### config.mk
export PLATFORM = sky130hd
export DESIGN_NAME = piso_4_bit_tx
export DESIGN_NICKNAME = d
export VERILOG_FILES = /design/src/rtl/serial_pkg.sv /design/src/rtl/shift_reg_pl.sv /design/src/rtl/piso_4_bit_tx.sv
export SDC_FILE = /design/constraint.sdc
export NUM_CORES = 1
export LEC_CHECK = 0
export CAP_MARGIN = 40
export CORE_AREA = 2 2 39 41
export DETAILED_ROUTE_END_ITERATION = 10
export DIE_AREA = 0 0 41 43
export GPL_ROUTABILITY_DRIVEN = 0
export PLACE_DENSITY = 0.61
export SYNTH_ARGS = -nofsm -noshare
export SYNTH_HDL_FRONTEND = slang
export SYNTH_HIERARCHICAL = 1
export SYNTH_SLANG_ARGS = --single-unit
### constraint.sdc
create_clock -name clock -period 1.78 [get_ports clock]
set_input_delay 0.267 -clock clock [delete_from_list [all_inputs] [get_ports clock]]
set_output_delay 0.267 -clock clock [all_outputs]
set_load 0.03 [all_outputs]
### src/rtl/serial_pkg.sv
// Shared definitions for the serial link: the transmitter and the matching
// shift-register receiver both import this package so that state encoding,
// default word width and bit-order constants stay in one place.
package serial_pkg;

    // FSM state encoding shared by transmit and receive sides
    localparam logic ST_IDLE  = 1'b0;
    localparam logic ST_SHIFT = 1'b1;

    // Default number of bits per serial word
    localparam int SER_WIDTH = 4;

    // Bit-order selectors: MSB_FIRST_C sends bit WIDTH-1 first
    localparam bit MSB_FIRST_C = 1'b1;
    localparam bit LSB_FIRST_C = 1'b0;

    typedef enum logic {
        IDLE  = ST_IDLE,
        SHIFT = ST_SHIFT
    } tx_state_e;

    // Width of a counter that must reach width-1, never narrower than one bit
    function automatic int cntWidth(input int width);
        return (width < 3) ? 1 : $clog2(width);
    endfunction

endpackage

### src/rtl/shift_reg_pl.sv
// WIDTH-bit parallel-load shift register. A load takes priority over a
// shift; shifting moves data toward the output end selected by MSB_FIRST
// and back-fills with zeros, so the register drains to 0 after WIDTH shifts.
module shift_reg_pl
    import serial_pkg::*;
#(
    parameter int WIDTH     = SER_WIDTH,
    parameter bit MSB_FIRST = MSB_FIRST_C
) (
    input  logic             clock,
    input  logic             reset,
    input  logic             ld,
    input  logic             sh,
    input  logic [WIDTH-1:0] d,
    output logic [WIDTH-1:0] q
);

    logic [WIDTH-1:0] data_q;
    logic [WIDTH-1:0] data_d;

    // Next register value: parallel load, shift toward the output end, or hold
    always_comb begin
        data_d = data_q;
        if (ld) begin
            data_d = d;
        end else if (sh) begin
            if (MSB_FIRST) begin
                data_d = {data_q[WIDTH-2:0], 1'b0};
            end else begin
                data_d = {1'b0, data_q[WIDTH-1:1]};
            end
        end
    end

    // Storage with synchronous clear so an aborted word leaves nothing behind
    always_ff @(posedge clock) begin
        if (reset) begin
            data_q <= '0;
        end else begin
            data_q <= data_d;
        end
    end

    assign q = data_q;

endmodule

### src/rtl/piso_4_bit_tx.sv
// Parallel-in serial-out transmitter. A word accepted through the
// load/ready handshake is presented one bit per clock on sout, with frame
// marking valid bits and last marking the final bit. A load accepted on the
// last bit reloads immediately so consecutive words stream without a gap.
module piso_4_bit_tx
    import serial_pkg::*;
#(
    parameter int WIDTH     = SER_WIDTH,
    parameter bit MSB_FIRST = MSB_FIRST_C
) (
    input  logic             clock,
    input  logic             reset,
    input  logic [WIDTH-1:0] din,
    input  logic             load,
    output logic             ready,
    output logic             sout,
    output logic             frame,
    output logic             last,
    output logic [WIDTH-1:0] q
);

    localparam int CW = cntWidth(WIDTH);
    localparam logic [CW-1:0] CNT_LAST = CW'(WIDTH - 1);

    tx_state_e     state_q;
    tx_state_e     state_d;
    logic [CW-1:0] cnt_q;
    logic [CW-1:0] cnt_d;
    logic          sout_q;
    logic          sout_d;
    logic          frame_q;
    logic          frame_d;
    logic          last_q;
    logic          last_d;

    logic          loadAccept;
    logic          loadEn;
    logic          shiftEn;
    logic          nextBit;

    // The sender may hand over a word when idle or while the final bit is out
    assign ready = !reset && ((state_q == IDLE) ||
                              ((state_q == SHIFT) && (cnt_q == CNT_LAST)));
    assign loadAccept = load && ready;

    shift_reg_pl #(
        .WIDTH    (WIDTH),
        .MSB_FIRST(MSB_FIRST)
    ) uShiftReg (
        .clock(clock),
        .reset(reset),
        .ld   (loadEn),
        .sh   (shiftEn),
        .d    (din),
        .q    (q)
    );

    // Next state, counter and register enables; the output flops are fed the
    // bit that sits at the output end of the shift register after this edge
    always_comb begin
        state_d = state_q;
        cnt_d   = cnt_q;
        loadEn  = 1'b0;
        shiftEn = 1'b0;
        unique case (state_q)
            IDLE: begin
                if (loadAccept) begin
                    loadEn  = 1'b1;
                    cnt_d   = '0;
                    state_d = SHIFT;
                end
            end
            SHIFT: begin
                if (loadAccept) begin
                    loadEn  = 1'b1;
                    cnt_d   = '0;
                end else if (cnt_q == CNT_LAST) begin
                    shiftEn = 1'b1;
                    cnt_d   = '0;
                    state_d = IDLE;
                end else begin
                    shiftEn = 1'b1;
                    cnt_d   = cnt_q + CW'(1);
                end
            end
            default: begin
                state_d = IDLE;
                cnt_d   = '0;
            end
        endcase

        if (loadEn) begin
            nextBit = MSB_FIRST ? din[WIDTH-1] : din[0];
        end else begin
            nextBit = MSB_FIRST ? q[WIDTH-2] : q[1];
        end

        frame_d = (state_d == SHIFT);
        sout_d  = frame_d && nextBit;
        last_d  = frame_d && (cnt_d == CNT_LAST);
    end

    // State, bit counter and registered serial outputs
    always_ff @(posedge clock) begin
        if (reset) begin
            state_q <= IDLE;
            cnt_q   <= '0;
            sout_q  <= 1'b0;
            frame_q <= 1'b0;
            last_q  <= 1'b0;
        end else begin
            state_q <= state_d;
            cnt_q   <= cnt_d;
            sout_q  <= sout_d;
            frame_q <= frame_d;
            last_q  <= last_d;
        end
    end

    assign sout  = sout_q;
    assign frame = frame_q;
    assign last  = last_q;

endmodule
==> results.json <==
{
  "clkSlewWorstSetupHoldPaths_ps": 60,
  "dr_wl_met2_um": 319,
  "ys_seq_area_frac": 0.463,
  "hold_class": "register to register",
  "route.detailed.drc": 0,
  "drv_cap": 0,
  "cts_inserted_buffers": 3,
  "grt_antenna_before_repair": 0,
  "synthCells": 39,
  "dr.pass1.iters": 1,
  "cp-start-kind": "register",
  "timing.fmax_ghz": 0.624,
  "cp_cell_sequence": "clkdlybuf4s50_1",
  "dieWidth_um": 41,
  "cp.arrival_ps": 1330,
  "initial_core_util": 0.281,
  "post-route-period-util": 0.900,
  "hold_ws_ps": 501,
  "synth_area_um2": 389,
  "drt_iter0_markers": 0,
  "n_antenna_cell": 0,
  "setup_violations": 0,
  "dp.final_hpwl_um": 634,
  "final_cell_area_um2": 596,
  "slew_headroom": 0.795,
  "n_fill_cell": 153,
  "synth_cell_types": 16,
  "port_buffers": 14,
  "grt_max_degree": 8,
  "highest_layer": "met4",
  "drt_wl_total_um": 820,
  "fin_nets": 69,
  "crit_fanout": 5,
  "crit_required_ps": 1510,
  "grt_pass1_vias": 313,
  "areaGrowthSynthToFinish_pct": 53.1,
  "cpPeakStageDelay_ps": 690,
  "leakagePower_nw": 0.227,
  "core.rowCount": 14,
  "via_per_inst": 4.49,
  "worstSetupEndpointType": "output pin",
  "ctsResizeCount": 0,
  "fin_total_pwr_mw": 0.472,
  "final_common_cell": "clkdlybuf4s50_1",
  "cts_root_buffer": "clkbuf_4",
  "route.met3.wl_um": 70,
  "finalSetupTns_ps": 0,
  "post_dp_cell_area_um2": 569,
  "path_buf_inv": 1,
  "avgSynthCellArea_um2": 9.98,
  "power_density_mw_per_mm2": 792,
  "slew_viol_final": 0,
  "grt_first_pass_wirelength_um": 1350,
  "rsz0062_at_grt": "false",
  "wirelength_met1_um": 403,
  "cts_tree": "yes",
  "grtUsageTotal": 0.119,
  "hold_buffers": 0,
  "core_area_mm2": 0.00138,
  "fin_util": 0.430,
  "cts-root-to-sink-buffers": 2,
  "ys_ff_latch": 9,
  "die_area_mm2": 0.00176,
  "die_h_um": 43,
  "crit_type": "register to output pin",
  "tightestPinTransition_ps": 306,
  "vias": 341,
  "overflow": 0,
  "antenna_left": 0,
  "syn-num-nets": 47,
  "crit_slowest_cell": "clkdlybuf4s50_1",
  "yosys_warnings": 6,
  "finClkSkew_ps": 2.66,
  "hold_viol": 0,
  "cp_top_family": "buffers and inverters",
  "vdd.ir_drop.worst_v": 0.000307,
  "post-route-min-period_ps": 1600,
  "io_pins": 15,
  "clock-sinks": 9,
  "most-common-layout-cells": "13 x clkdlybuf4s50_1, 9 x dfxtp_1, 6 x nor2_1",
  "postCtsSetupBuffers": 0,
  "drive_gt1_frac": 0.150,
  "htreeDepth": 1,
  "wire_per_inst_um": 10.8,
  "status": "complete, no violations",
  "clock_latency_ps": 250
}
power by group:
group	internal (mW)	switching (mW)	total (mW)
combinational	0.0493	0.0474	0.0966
clock	0.0862	0.0677	0.154
sequential	0.212	0.00863	0.221
cells by family after synthesis:
group           count (synthesis)  synth area share
compound gates                  7             0.125
fa+ha+maj                       1            0.0321
buf+inv                         1           0.00964
flops                           9             0.463
mux                             4             0.103
simple gates                   17             0.267
layout make-up:
cell class	instances	area [µm²]	area share
clock buffer	4	26.3	0.0441
inverter	1	3.75	0.00630
multi-input combinational	29	205	0.345
sequential	9	180	0.303
tap	16	20.0	0.0336
timing repair buffer	17	160	0.269
registers in the layout, indices dropped and copies added, names as in the netlist:
name	flops
sout	1
frame	1
last	1
cnt_q	2
uShiftReg/q	4
cells in the mapped netlist:
| cell | instances | area, µm² |
|---|---|---|
| nand3b_1 | 1 | 7.51 |
| inv_1 | 1 | 3.75 |
| ha_1 | 1 | 12.5 |
| a211oi_1 | 3 | 22.5 |
| dfxtp_1 | 9 | 180 |
| a21oi_1 | 2 | 10.0 |
| or3b_1 | 1 | 8.76 |
| nor2b_1 | 3 | 18.8 |
| nor4b_2 | 1 | 15.0 |
| o21a_1 | 1 | 7.51 |
| nor2b_4 | 1 | 13.8 |
| a32oi_1 | 1 | 8.76 |
| nand2_1 | 3 | 11.3 |
| nor2_1 | 6 | 22.5 |
| mux2i_1 | 4 | 40.0 |
| and2_1 | 1 | 6.26 |
path summary, 6_finish.rpt:
| path | startpoint | end | slack, ps | cells past startpoint |
|---|---|---|---|---|
| max | frame | frame | 180 | 1 |
| min | cnt_q[0] | last | 500 | 1 |
| max reg2reg | cnt_q[0] | uShiftReg/q[2] | 210 | 7 |
| min reg2reg | cnt_q[0] | last | 500 | 1 |
metrics by stage:
step | setup slack [ps] | cells
3_3_place_gp | 149 | 72
3_5_place_dp | 111 | 72
6_report | 179 | 76
5_1_grt | 104 | 76
4_1_cts | 160 | 76
2_1_floorplan | 62.6 | 39
metal layers:
layer / track usage / vias up
met4: 0.120 / 0
li1: - / 182
met3: 0.0209 / 2
met1: 0.176 / 144
met5: 0 / -
met2: 0.131 / 13
Power figures use the tool's default switching activity.
